### src/rtl/mem_port_arbiter.sv
// Arbitrates the single main-memory port between the I-cache fill path and the D-cache fill/write path.
// A read runs LATENCY wait cycles followed by a LINE_WORDS burst. A D-side store is a single-word write.
module mem_port_arbiter #(
    parameter int WORD_SIZE  = 16,
    parameter int LATENCY    = 4,
    parameter int LINE_WORDS = 4
) (
    input  logic                          clk,
    input  logic                          reset_n,
    input  logic                          i_req,
    input  logic [WORD_SIZE-1:0]          i_addr,
    input  logic                          d_req,
    input  logic                          d_we,
    input  logic [WORD_SIZE-1:0]          d_addr,
    input  logic [WORD_SIZE-1:0]          d_wdata,
    output logic                          mem_read,
    output logic                          mem_write,
    output logic [WORD_SIZE-1:0]          mem_addr,
    output logic [WORD_SIZE-1:0]          mem_wdata,
    input  logic [WORD_SIZE-1:0]          mem_rdata,
    output logic                          fill_valid,
    output logic                          fill_dst,
    output logic [$clog2(LINE_WORDS)-1:0] fill_idx,
    output logic [WORD_SIZE-1:0]          fill_data,
    output logic                          i_done,
    output logic                          d_done,
    output logic                          busy
);
    localparam int IW = $clog2(LINE_WORDS);
    localparam int CW = (LATENCY > 1) ? $clog2(LATENCY) : 1;

    typedef enum logic [1:0] {
        ST_IDLE  = 2'd0,
        ST_WAIT  = 2'd1,
        ST_BURST = 2'd2,
        ST_DONE  = 2'd3
    } state_t;

    state_t               state_q, state_d;
    logic                 owner_q, owner_d;
    logic                 we_q, we_d;
    logic                 last_q, last_d;
    logic [WORD_SIZE-1:0] addr_q, addr_d;
    logic [WORD_SIZE-1:0] wdata_q, wdata_d;
    logic [CW-1:0]        cnt_q, cnt_d;
    logic [IW-1:0]        idx_q, idx_d;

    logic                 grant_d_s;
    logic                 grant_i_s;
    logic [WORD_SIZE-1:0] req_addr_s;

    logic                 mem_read_d, mem_write_d;
    logic [WORD_SIZE-1:0] mem_addr_d, mem_wdata_d;
    logic                 fill_valid_d, fill_dst_d;
    logic [IW-1:0]        fill_idx_d;
    logic                 i_done_d, d_done_d, busy_d;

    // Owner/last-grant encoding: 0 = I side, 1 = D side. D wins a tie unless it won the previous grant.
    assign grant_d_s  = d_req && (!i_req || (last_q == 1'b0));
    assign grant_i_s  = i_req && !grant_d_s;
    assign req_addr_s = grant_d_s ? d_addr : i_addr;
    assign fill_data  = mem_rdata;

    // Next-state logic: arbitration, latency countdown and burst indexing.
    always_comb begin
        state_d = state_q;
        owner_d = owner_q;
        we_d    = we_q;
        last_d  = last_q;
        addr_d  = addr_q;
        wdata_d = wdata_q;
        cnt_d   = cnt_q;
        idx_d   = idx_q;
        case (state_q)
            ST_IDLE: begin
                if (grant_d_s || grant_i_s) begin
                    state_d = ST_WAIT;
                    owner_d = grant_d_s;
                    last_d  = grant_d_s;
                    we_d    = grant_d_s && d_we;
                    addr_d  = (grant_d_s && d_we) ? req_addr_s
                                                  : {req_addr_s[WORD_SIZE-1:IW], {IW{1'b0}}};
                    wdata_d = grant_d_s ? d_wdata : {WORD_SIZE{1'b0}};
                    cnt_d   = CW'(LATENCY - 1);
                    idx_d   = {IW{1'b0}};
                end else begin
                    state_d = ST_IDLE;
                end
            end
            ST_WAIT: begin
                if (cnt_q == {CW{1'b0}}) begin
                    if (we_q) begin
                        state_d = ST_DONE;
                    end else begin
                        state_d = ST_BURST;
                        idx_d   = {IW{1'b0}};
                    end
                end else begin
                    cnt_d = cnt_q - CW'(1);
                end
            end
            ST_BURST: begin
                // The index only ever wraps inside the line; the base keeps its cleared low bits.
                idx_d = idx_q + IW'(1);
                if (idx_q == IW'(LINE_WORDS - 1)) begin
                    state_d = ST_DONE;
                end else begin
                    state_d = ST_BURST;
                end
            end
            ST_DONE: begin
                state_d = ST_IDLE;
            end
            default: begin
                state_d = ST_IDLE;
            end
        endcase
    end

    // Output decode from the upcoming state so every port can be driven from a flop.
    always_comb begin
        mem_read_d   = 1'b0;
        mem_write_d  = 1'b0;
        mem_addr_d   = {WORD_SIZE{1'b0}};
        mem_wdata_d  = {WORD_SIZE{1'b0}};
        fill_valid_d = 1'b0;
        fill_dst_d   = 1'b0;
        fill_idx_d   = {IW{1'b0}};
        i_done_d     = 1'b0;
        d_done_d     = 1'b0;
        busy_d       = (state_d != ST_IDLE);
        case (state_d)
            ST_WAIT: begin
                mem_addr_d = addr_d;
                if (we_d) begin
                    mem_write_d = 1'b1;
                    mem_wdata_d = wdata_d;
                end else begin
                    mem_read_d = 1'b1;
                end
            end
            ST_BURST: begin
                mem_read_d   = 1'b1;
                mem_addr_d   = {addr_d[WORD_SIZE-1:IW], idx_d};
                fill_valid_d = 1'b1;
                fill_dst_d   = owner_d;
                fill_idx_d   = idx_d;
            end
            ST_DONE: begin
                if (owner_d) begin
                    d_done_d = 1'b1;
                end else begin
                    i_done_d = 1'b1;
                end
            end
            ST_IDLE: begin
                busy_d = 1'b0;
            end
            default: begin
                busy_d = 1'b0;
            end
        endcase
    end

    // Transaction state registers.
    always_ff @(posedge clk or negedge reset_n) begin
        if (!reset_n) begin
            state_q <= ST_IDLE;
            owner_q <= 1'b0;
            we_q    <= 1'b0;
            last_q  <= 1'b0;
            addr_q  <= {WORD_SIZE{1'b0}};
            wdata_q <= {WORD_SIZE{1'b0}};
            cnt_q   <= {CW{1'b0}};
            idx_q   <= {IW{1'b0}};
        end else begin
            state_q <= state_d;
            owner_q <= owner_d;
            we_q    <= we_d;
            last_q  <= last_d;
            addr_q  <= addr_d;
            wdata_q <= wdata_d;
            cnt_q   <= cnt_d;
            idx_q   <= idx_d;
        end
    end

    // Registered port outputs.
    always_ff @(posedge clk or negedge reset_n) begin
        if (!reset_n) begin
            mem_read   <= 1'b0;
            mem_write  <= 1'b0;
            mem_addr   <= {WORD_SIZE{1'b0}};
            mem_wdata  <= {WORD_SIZE{1'b0}};
            fill_valid <= 1'b0;
            fill_dst   <= 1'b0;
            fill_idx   <= {IW{1'b0}};
            i_done     <= 1'b0;
            d_done     <= 1'b0;
            busy       <= 1'b0;
        end else begin
            mem_read   <= mem_read_d;
            mem_write  <= mem_write_d;
            mem_addr   <= mem_addr_d;
            mem_wdata  <= mem_wdata_d;
            fill_valid <= fill_valid_d;
            fill_dst   <= fill_dst_d;
            fill_idx   <= fill_idx_d;
            i_done     <= i_done_d;
            d_done     <= d_done_d;
            busy       <= busy_d;
        end
    end

endmodule
### config.mk
export PLATFORM = sky130hd
export DESIGN_NAME = mem_port_arbiter
export DESIGN_NICKNAME = d
export VERILOG_FILES = /design/src/rtl/mem_port_arbiter.sv
export SDC_FILE = /design/constraint.sdc
export NUM_CORES = 1
export LEC_CHECK = 0
export CAP_MARGIN = 5
export CORE_ASPECT_RATIO = 1.2
export CORE_MARGIN = 1.5
export CORE_UTILIZATION = 40
export CTS_BUF_LIST = sky130_fd_sc_hd__clkbuf_8 sky130_fd_sc_hd__clkbuf_16
export DETAILED_ROUTE_END_ITERATION = 10
export PLACE_DENSITY_LB_ADDON = 0.1
export SYNTH_ARGS = -nofsm -noshare
export SYNTH_HDL_FRONTEND = slang
export SYNTH_SLANG_ARGS = --single-unit
### constraint.sdc
create_clock -name clk -period 2.4 [get_ports clk]
set_clock_uncertainty 0.15 [all_clocks]
set_input_delay 0.48 -clock clk [delete_from_list [all_inputs] [get_ports clk]]
set_output_delay 0.48 -clock clk [all_outputs]
set_load 0.02 [all_outputs]
==> summary.md, run 1 <==
| Metric | Value |
|---|---|
| Nets | 442 |
| Startpoint Class | input pin |
| Core area | 0.00811 mm² |
| Clock Path Buffers | 2 |
| Initial Util | 0.410 |
| PortBufs | 91 |
| Synth Instances | 272 |
| Final worst slack | 0.0897 ns |
| Yosys reg bits | 82 |
| CTS H-tree depth | 3 |
| Outcome | complete, no violations |
| Critical path class | in2reg |
| Comb pwr share | 0.450 |
| Int Pwr | 3.79 mW |
| Setup WS pre-CTS | -0.201 ns |
| Mapped Nets | 347 |
| Root Driver | clkbuf_8 |
| Hold WC Path Type | reg2reg |
| CP Max Fanout | 8 |
| Largest net degree at the start of global routing | 48 |
| Placer congestion estimate | 0.862 |
| Final max-slew violation count | 0 |
| Drt first pass iters | 4 |
| DRT Wirelength | 6360 µm |
| WHS | 0.331 ns |
| Vias in the first global route | 2,241 |
| Initial antenna violation count | 0 |
| Main synth FF type | dfrtp_1 |
| PwrDens | 1270 mW/mm² |
| MaxCap Viol Count | 0 |
| Overall routing resource usage | 0.154 |
| Area leader, netlist | dfrtp_1 |
| Seq/Total Area, Yosys | 0.618 |
| Syn Area/Cell | 12.2 µm² |
| Synthesis Warnings | 0 |
| CTS tree | yes |
| Psw | 2.04 mW |
| Final HPWL DP | 4490 µm |
| Relative slew slack | 0.693 |
| Final Hold Fails | 0 |
| Vias per cell | 4.78 |
| CTS sink count | 82 |
| Crit share post-route | 0.963 |
| Placement Rows | 36 |
| GR Util met2 | 0.239 |
| Post-synth EDFFs | 0 |
| I/O pins | 126 |
| Synth cell count leaders | dfrtp_1, nor2b_1, nor2_1 |
| Measured slew at the worst slew-check pin | 0.461 ns |
| Final setup vio count | 0 |
| Post-Syn Area | 0.00332 mm² |
| Post-synth top area share | 0.618 |
| First-pass GRT wire length | 10,500 µm |
| Skew-Pair Late Insertion Delay | 0.34 ns |
| Final global-route overflow total | 0 |
| Post-synthesis cell type count | 33 |
| Max Fclk | 433 MHz |
| Die area | 0.00886 mm² |
| Pwr Total | 5.83 mW |
| Min Tclk post-route | 2.31 ns |
| Peak VDD IR | 0.439 mV |
| Arrival time at the worst endpoint | 2.40 ns |
| Area growth, synth to finish | 38.8% |
| Initial DRC count | 66 |
| Drt wl/cell | 13.6 µm |
| Post-DRT Antenna Nets | 0 |
| Share of layout cells above drive strength 1 | 0.151 |
| CTS Buf Count | 9 |
| Via Count | 2,234 |
| Routing usage on met3 | 0.0480 |
| Die width | 86.2 µm |
| Clk pwr share | 0.189 |
| Die Y | 103 µm |
| Met1 GRT Util | 0.206 |
| Async S/R FF share, synth | 1.00 |
| DRC | 0 |
| Sw frac | 0.350 |
| Critical path data required time | 2.49 ns |
| Clock slew at reported path FFs | 0.09 ns |
| Antenna diodes | 0 |
| Leak pwr | 2.04 nW |
| Area contributors post-synth | dfrtp_1, nor2b_1, buf_4 |
| Part of the power in registers | 0.360 |
| Top Usage Layer GRT | met2 |
| CP Capture Type | flip-flop |
| Top-count cell post-synth | dfrtp_1 |
[final timing paths]
kind | cells after the start | from | end | slack (ns)
worst max-delay path | 9 | i_req | mem_wdata[8]$_DFF_PN0_ | 0.09
worst min-delay path | 1 | cnt_q[0]$_DFFE_PN0P_ | cnt_q[0]$_DFFE_PN0P_ | 0.33
worst max register to register | 10 | cnt_q[0]$_DFFE_PN0P_ | mem_wdata[8]$_DFF_PN0_ | 0.10
worst min register to register | 1 | cnt_q[0]$_DFFE_PN0P_ | cnt_q[0]$_DFFE_PN0P_ | 0.33
max in group asynchronous | 3 | reset_n | wdata_q[4]$_DFF_PN0_ | 1.03
min in group asynchronous | 2 | reset_n | fill_valid$_DFF_PN0_ | 0.47
[layout by cell type (no fill, tap or decap), drive strengths merged]
cell and instances:
nor3 17, a21boi 1, buf 20, and3 1, inv 12, a32o 1, clkdlybuf4s50 90, clkinv 1
ha 6, nor2b 33, dfrtp 82, clkinvlp 1, o21a 2, o2bb2ai 1, and2 7, nor3b 1
nor4 1, a21o 1, dlygate4sd3 1, clkbuf 10, nand2 1, nand2b 2, a221oi 1, a211oi 14
a22o 18, bufinv 2, nor2 33, a32oi 1, o21ai 3, o21ba 1, a21oi 7
[area by class of cell]
| cell class | instances | area [µm²] |
|---|---|---|
| Inverter | 9 | 33.8 |
| Timing Repair Buffer | 112 | 1140 |
| Clock buffer | 9 | 124 |
| Clock inverter | 7 | 98.8 |
| Sequential cell | 82 | 2050 |
| Fill cell | 717 | 3500 |
| Tap cell | 95 | 119 |
| Multi-Input combinational cell | 153 | 1050 |
[critical path: stages]
cell             delay (ns)
clkdlybuf4s50_1        0.44
o21a_1                 0.23
a221oi_2               0.21
inv_1                  0.10
ha_2                   0.22
buf_4                  0.14
a32oi_4                0.31
clkbuf_16              0.21
nor2b_1                0.04
[state kept, by name (all words and copies together) (netlist names)]
register    count
mem_write       1
addr_q         16
we_q            1
owner_q         1
busy            1
cnt_q           2
mem_wdata      16
state_q         2
wdata_q        16
fill_valid      1
fill_idx        2
last_q          1
idx_q           2
i_done          1
mem_read        1
d_done          1
fill_dst        1
mem_addr       16
[through the flow]
step	std cells	util	instance area [µm²]	setup TNS, ns
3_3_place_gp	448	0.535	4340	-3.78
5_1_grt	467	0.569	4610	-0.114
2_1_floorplan	272	-	3330	0
6_report	467	0.569	4610	0
3_5_place_dp	448	0.535	4340	-4.59
4_1_cts	465	0.564	4570	0
[power by group through the flow]
| stage | Combinational [mW] | Sequential, mW | Clock [mW] |
|---|---|---|---|
| after floorplan | 1.41 | 2.32 | 0 |
| after global placement | 2.54 | 2.11 | 0 |
| after detailed placement | 2.58 | 2.13 | 0 |
| after CTS | 2.59 | 2.11 | 1.13 |
| after global routing | 2.92 | 2.15 | 1.19 |
| final | 2.63 | 2.10 | 1.11 |
[timing repair]
item | 4_1_cts | 5_1_grt
resized for setup | 0 | 2
setup endpoints to repair | 0 | 17
hold endpoints to repair | 35 | 0
setup buffers | 0 | 1
hold buffers | 1 | 0
[routing by layer]
metal / up-vias / share of wire
li1: 1096 / -
met1: 1061 / 0.47
met2: 71 / 0.46
met3: 6 / 0.062
met4: 0 / 0.0098
met5: - / 0
[cells by family (layout without fill, tap and decap cells)]
logic type	Yosys count	in the layout	share of synthesized area
adder cells (fa/ha/maj)	6	6	0.0226
buffers and inverters	37	137	0.0727
flip-flops	82	82	0.618
AO/OA/AOI/OAI	51	51	0.129
AND/OR/NAND/NOR	96	96	0.157
(Power assumes the default switching activity.)
==> run 2: changes to the inputs <==
Settings changed: CORE_UTILIZATION 40 to 47.
Clock period 2.4 ns to 2.9 ns, I/O delays scaled along.
==> run 2 against run 1 <==
Compared with the run above:
- final area down 2.9%
- worst setup slack better by 0.34 ns
- final cell count down 3.6%
- sequential cell count unchanged
- register-to-register slack better by 0.41 ns
- combinational power down 22%
- count of clock-buffer cells in the layout unchanged
- largest power group unchanged
- highest routed layer unchanged
==> summary.md, run 2 (synthesis gave the netlist of run 1 again) <==
| Metric | Value |
|---|---|
| Outcome | complete, no violations (unchanged) |
| Vias per cell | 4.94 (was 4.78) |
| CTS tree | yes (unchanged) |
| Family with the most delay on the worst path | buffers and inverters (unchanged) |
| Drt first pass iters | 4 (unchanged) |
| Psw | 1.64 mW (was 2.04 mW) |
| Core area | 0.00685 mm² (was 0.00811 mm²) |
| Arrival time at the worst endpoint | 2.55 ns (was 2.40 ns) |
| RSZ-0062 raised after global routing | false |
| Clock slew at reported path FFs | 0.08 ns (was 0.09 ns) |
| CP Capture Type | flip-flop (unchanged) |
| First-pass GRT wire length | 9950 µm (was 10,500 µm) |
| CTS Buf Count | 9 (unchanged) |
| Drt wl/cell | 13.6 µm (about the same) |
| Initial Util | 0.484 (was 0.410) |
| Antenna diodes | 0 (unchanged) |
| Routing usage on met3 | 0.0555 (was 0.0480) |
| Relative slew slack | 0.348 (was 0.693) |
| Crit share post-route | 0.851 |
| FF-to-FF path depth | 10 (unchanged) |
| Critical path class | in2reg (unchanged) |
| Placer congestion estimate | 0.767 (was 0.862) |
| Met1 GRT Util | 0.218 (was 0.206) |
| Max Fclk | 405 MHz |
| Slowest CP cell | clkdlybuf4s50_1 (unchanged) |
| Final global-route overflow total | 0 (unchanged) |
| PwrDens | 1040 mW/mm² (was 1270 mW/mm²) |
| CTS sink count | 82 (unchanged) |
| Worst setup path startpoint | d_req (was i_req) |
| Startpoint Class | input pin (unchanged) |
| Final Hold Fails | 0 (unchanged) |
| Die Y | 95.1 µm (was 103 µm) |
| WP buf/inv | 3 (was 4) |
| Share of layout cells above drive strength 1 | 0.124 (was 0.151) |
| MaxCap Viol Count | 0 (unchanged) |
| CP Max Fanout | 17 (was 8) |
| Die width | 79.7 µm (was 86.2 µm) |
| Measured slew at the worst slew-check pin | 0.978 ns (was 0.461 ns) |
| Pwr Total | 4.67 mW (was 5.83 mW) |
| Clk pwr share | 0.193 (was 0.189) |
| Sw frac | 0.352 (was 0.350) |
| Leading cell type in the layout, fill and taps excluded | clkdlybuf4s50_1 (unchanged) |
| Critical path data required time | 2.98 ns (was 2.49 ns) |
| Part of the power in registers | 0.370 (was 0.360) |
| Leak pwr | 1.99 nW (was 2.04 nW) |
| CP peak stage delay | 0.45 ns (was 0.44 ns) |
| Hold WC Path Type | in2async (was reg2reg) |
| Final HPWL DP | 4210 µm (was 4490 µm) |
| Final max-slew violation count | 0 (unchanged) |
| Setup TNS | 0 ns (unchanged) |
| Placement Rows | 33 (was 36) |
| R2R setup slack | 0.51 ns (was 0.10 ns) |
| Largest net degree at the start of global routing | 83 (was 48) |
| Initial DRC count | 52 (was 66) |
| Post-DRT Antenna Nets | 0 (unchanged) |
| Initial antenna violation count | 0 (unchanged) |
| Comb pwr share | 0.437 (was 0.450) |
| Vias in the first global route | 2,160 (was 2,241) |
| Die area | 0.00758 mm² (was 0.00886 mm²) |
| Peak VDD IR | 0.582 mV (was 0.439 mV) |
| Top Usage Layer GRT | met2 (unchanged) |
| # Post-CTS Setup Buffers | 0 (unchanged) |
| PostCTS Resize Cnt | 0 (unchanged) |
| CTS H-tree depth | 3 (unchanged) |
| Hold buffers post-CTS | 0 (was 1) |
| Skew-Pair Late Insertion Delay | 0.34 ns (about the same) |
| Crit path cell chain | clkdlybuf4s50_1 -> o21a_1 -> a221oi_1 -> inv_1 -> ha_1 -> and2_1 -> a32oi_4 -> buf_12 -> nor2b_1 (was clkdlybuf4s50_1 -> o21a_1 -> a221oi_2 -> inv_1 -> ha_2 -> buf_4 -> a32oi_4 -> clkbuf_16 -> nor2b_1) |
| Clock Path Buffers | 2 (unchanged) |
| DRC | 0 (unchanged) |
| Area growth, synth to finish | 34.8% (was 38.8%) |
| I/O pins | 126 (unchanged) |
| Via Count | 2,221 (was 2,234) |
| PortBufs | 91 (unchanged) |
| Nets | 433 (was 442) |
| GR Util met2 | 0.268 (was 0.239) |
| R2r endpoint | mem_wdata[0]$_DFF_PN0_ (was mem_wdata[8]$_DFF_PN0_) |
| Min Tclk post-route | 2.47 ns |
| DRT Wirelength | 6130 µm (was 6360 µm) |
| Overall routing resource usage | 0.174 (was 0.154) |
| Worst flop-to-flop path startpoint | cnt_q[0]$_DFFE_PN0P_ (unchanged) |
| Int Pwr | 3.02 mW (was 3.79 mW) |
| WHS | 0.252 ns (was 0.331 ns) |
| Root Driver | clkbuf_8 (unchanged) |
| Most frequent cells in the layout | clkdlybuf4s50_1, dfrtp_1, nor2b_1, nor2_1, nor3_1 (unchanged) |
| Final setup vio count | 0 (unchanged) |
[run 2: cell count changes in the layout (fill, tap and decap cells not counted), moves of 2 or more]
cell,change
buf_12,-2
ha_2,-2
ha_1,+2
buf_4,-5
[run 2: layer usage]
metal	wire, µm	up-vias
li1	-	1076
met1	2730	1058
met2	2840	76
met3	431	11
met4	129	0
met5	0	-
[run 2: worst register-to-register path, cell delays in order, from the launching register on]
cell      delay [ns]
dfrtp_1         0.40
inv_1           0.06
ha_1            0.19
nand2b_1        0.10
a221oi_1        0.32
inv_1           0.13
ha_1            0.27
and2_1          0.20
a32oi_4         0.21
buf_12          0.18
nor2b_1         0.05
[run 2: how the worst max path moves through the flow]
| stage | slack, ns | cells past startpoint | to |
|---|---|---|---|
| floorplan | 0.32 | 8 | mem_addr[11]$_DFF_PN0_ |
| global placement | 0.09 | 9 | mem_wdata[14]$_DFF_PN0_ |
| detailed placement | 0.07 | 9 | mem_wdata[11]$_DFF_PN0_ |
| CTS | 0.43 | 9 | mem_wdata[0]$_DFF_PN0_ |
| global route | 0.33 | 9 | mem_wdata[0]$_DFF_PN0_ |
| finish | 0.43 | 9 | mem_wdata[0]$_DFF_PN0_ |
[run 2: per-stage QoR]
step                setup WS (ns)  cells  cell area (µm²)   util
floorplan                   0.317    272             3320      -
global route                0.326    450             4480  0.653
CTS                         0.434    450             4480  0.653
global placement           0.0949    434             4250  0.620
detailed placement         0.0714    434             4250  0.620
finish                      0.431    450             4480  0.653
[run 2: layout make-up]
cell class	count	area (µm²)
well taps	87	109
inverters	9	33.8
clock buffers	9	124
repair buffers	103	1020
flip-flops and latches	82	2050
fillers	565	2380
clock inverters	7	98.8
multi-input cells	153	1030
[run 2: power groups by stage]
stage,registers [mW],logic (mW),clock network (mW)
after CTS,1.73,2.07,0.928
final,1.73,2.04,0.900
after global routing,1.77,2.24,0.973
after global placement,1.74,2.01,0
after detailed placement,1.76,2.06,0
after floorplan,1.92,1.16,0
==> run 3: changes to the inputs <==
Settings changed: CTS_BUF_LIST sky130_fd_sc_hd__clkbuf_8 sky130_fd_sc_hd__clkbuf_16 to sky130_fd_sc_hd__clkbuf_16, REMOVE_ABC_BUFFERS set to 1.
==> run 3 against run 2 <==
Compared with the run above:
- count of clock-buffer cells in the layout did not move
- highest routed layer unchanged
- largest cell class unchanged
- fmax decreased by 0.15%
- non-clock buffer count grew 1
- final cell count unchanged
- sequential share of layout area down 0.71 points
- sequential power about the same
- hold slack better by 0.0064 ns
- first-iteration DRC count grew 54%
- power grew 4.6%
- combinational power barely moved
- die area is the same
- register-to-register slack worse by 0.02 ns
==> summary.md, run 3 (synthesis gave the netlist of run 1 again) <==
| Metric | Value |
|---|---|
| Vias in the first global route | 2,203 (was 2,160) |
| Slowest CP cell | clkdlybuf4s50_1 (unchanged) |
| Relative slew slack | 0.342 (was 0.348) |
| Post-DRT Antenna Nets | 0 (unchanged) |
| Outcome | complete, no violations (unchanged) |
| Arrival time at the worst endpoint | 2.53 ns (was 2.55 ns) |
| Crit share post-route | 0.853 (was 0.851) |
| DRT Wirelength | 6580 µm (was 6130 µm) |
| Hold WC Path Type | in2async (unchanged) |
| Core area | 0.00685 mm² (unchanged) |
| Placer congestion estimate | 0.744 (was 0.767) |
| Via Count | 2,258 (was 2,221) |
| I/O pins | 126 (unchanged) |
| Initial DRC count | 80 (was 52) |
| CP Capture Type | flip-flop (unchanged) |
| Setup WS pre-CTS | 0.0920 ns (was 0.0714 ns) |
| RSZ-0062 raised after global routing | false (unchanged) |
| Largest net degree at the start of global routing | 83 (unchanged) |
| # Post-CTS Setup Buffers | 0 (unchanged) |
| Most frequent cells in the layout | clkdlybuf4s50_1, dfrtp_1, nor2b_1, nor2_1, nor3_1 (unchanged) |
| Final HPWL DP | 4600 µm (was 4210 µm) |
| Initial antenna violation count | 0 (unchanged) |
| Family with the most delay on the worst path | buffers and inverters (unchanged) |
| Leading cell type in the layout, fill and taps excluded | clkdlybuf4s50_1 (unchanged) |
| Measured slew at the worst slew-check pin | 0.987 ns (was 0.978 ns) |
| Nets | 434 (was 433) |
| Peak VDD IR | 0.479 mV (was 0.582 mV) |
| Final global-route overflow total | 0 (unchanged) |
| Clock slew at reported path FFs | 0.06 ns (was 0.08 ns) |
| Drt first pass iters | 5 (was 4) |
| DRC | 0 (unchanged) |
| CTS Buf Count | 9 (unchanged) |
| Final Hold Fails | 0 (unchanged) |
| CP Max Fanout | 17 (unchanged) |
| Initial Util | 0.484 (unchanged) |
| Root Driver | clkbuf_16 (was clkbuf_8) |
| Final max-slew violation count | 0 (unchanged) |
| WHS | 0.258 ns (was 0.252 ns) |
| Vias per cell | 5.02 (was 4.94) |
| Placement Rows | 33 (unchanged) |
| Final worst slack | 0.427 ns (was 0.431 ns) |
| CTS tree | yes (unchanged) |
| Die width | 79.7 µm (unchanged) |
| Hold buffers post-CTS | 0 (unchanged) |
| CTS sink count | 82 (unchanged) |
| Startpoint Class | input pin (unchanged) |
| Crit path cell chain | clkdlybuf4s50_1 -> o21a_1 -> a221oi_1 -> inv_1 -> ha_1 -> and2_1 -> a32oi_4 -> buf_12 -> nor2b_1 (unchanged) |
| Die Y | 95.1 µm (unchanged) |
| Critical path data required time | 2.96 ns (was 2.98 ns) |
| PwrDens | 1070 mW/mm² (was 1040 mW/mm²) |
| Area growth, synth to finish | 36.9% (was 34.8%) |
| CP peak stage delay | 0.42 ns (was 0.45 ns) |
| CTS H-tree depth | 3 (unchanged) |
| Antenna diodes | 0 (unchanged) |
| Final setup vio count | 0 (unchanged) |
| Share of layout cells above drive strength 1 | 0.121 (was 0.124) |
| R2R setup slack | 0.49 ns (was 0.51 ns) |
| WP buf/inv | 3 (unchanged) |
| Die area | 0.00758 mm² (unchanged) |
| Max Fclk | 404 MHz (was 405 MHz) |
| Critical path class | in2reg (unchanged) |
| Overall routing resource usage | 0.189 (was 0.174) |
| PortBufs | 91 (unchanged) |
| MaxCap Viol Count | 0 (unchanged) |
| Leak pwr | 2.02 nW (was 1.99 nW) |
| PostCTS Resize Cnt | 0 (unchanged) |
| Skew-Pair Late Insertion Delay | 0.32 ns (was 0.34 ns) |
| Clock Path Buffers | 2 (unchanged) |
| First-pass GRT wire length | 10,700 µm (was 9950 µm) |
| Min Tclk post-route | 2.47 ns (about the same) |
| Drt wl/cell | 14.6 µm (was 13.6 µm) |
| Setup TNS | 0 ns (unchanged) |
-- run 3: metal layers --
layer | GRT usage | wire (µm) | part of all wire
met5 | 0 | 0 | 0
met4 | 0.0747 | 80 | 0.012
met3 | 0.0813 | 572 | 0.087
met2 | 0.280 | 3130 | 0.48
met1 | 0.246 | 2800 | 0.42
-- run 3: power by group --
part / internal [mW] / total [mW] / switching [mW] / leakage (nW)
Clock: 0.656 / 1.07 / 0.414 / 0.142
Sequential: 1.59 / 1.74 / 0.156 / 1.06
Combinational: 0.975 / 2.07 / 1.09 / 0.824
-- run 3: final timing paths --
check	from	end	cells past startpoint
worst min-delay path	reset_n	mem_wdata[10]$_DFF_PN0_	1
worst max register to register	cnt_q[0]$_DFFE_PN0P_	mem_wdata[14]$_DFF_PN0_	10
worst min register to register	cnt_q[0]$_DFFE_PN0P_	cnt_q[0]$_DFFE_PN0P_	1
max in group asynchronous	reset_n	mem_addr[12]$_DFF_PN0_	1
worst max-delay path	i_req	mem_wdata[14]$_DFF_PN0_	9
min in group clk	cnt_q[0]$_DFFE_PN0P_	cnt_q[0]$_DFFE_PN0P_	1
-- run 3: final cells by class --
| class | instances | area, µm² |
|---|---|---|
| fillers | 561 | 2310 |
| flip-flops and latches | 82 | 2050 |
| multi-input cells | 153 | 1030 |
| repair buffers | 104 | 1030 |
| clock buffers | 9 | 225 |
| well taps | 87 | 109 |
| clock inverters | 6 | 60.1 |
| inverters | 9 | 33.8 |
-- run 3: worst reg2reg max path, cell delays in order (launching register included) --
cell and delay (ns):
dfrtp_1 0.39, inv_1 0.06, ha_1 0.19, nand2b_1 0.11, a221oi_1 0.34, inv_1 0.13, ha_1 0.28, and2_1 0.20
a32oi_4 0.21, buf_12 0.17, nor2b_1 0.06
-- run 3: metrics by stage --
step           instance area (µm²)  instances  power (mW)  utilization
4_1_cts                       4550        450        4.95        0.663
2_1_floorplan                 3110        244        2.96            -
5_1_grt                       4550        450        5.22        0.663
6_report                      4550        450        4.88        0.663
3_5_place_dp                  4260        435        3.86        0.622
3_3_place_gp                  4260        435        3.79        0.622
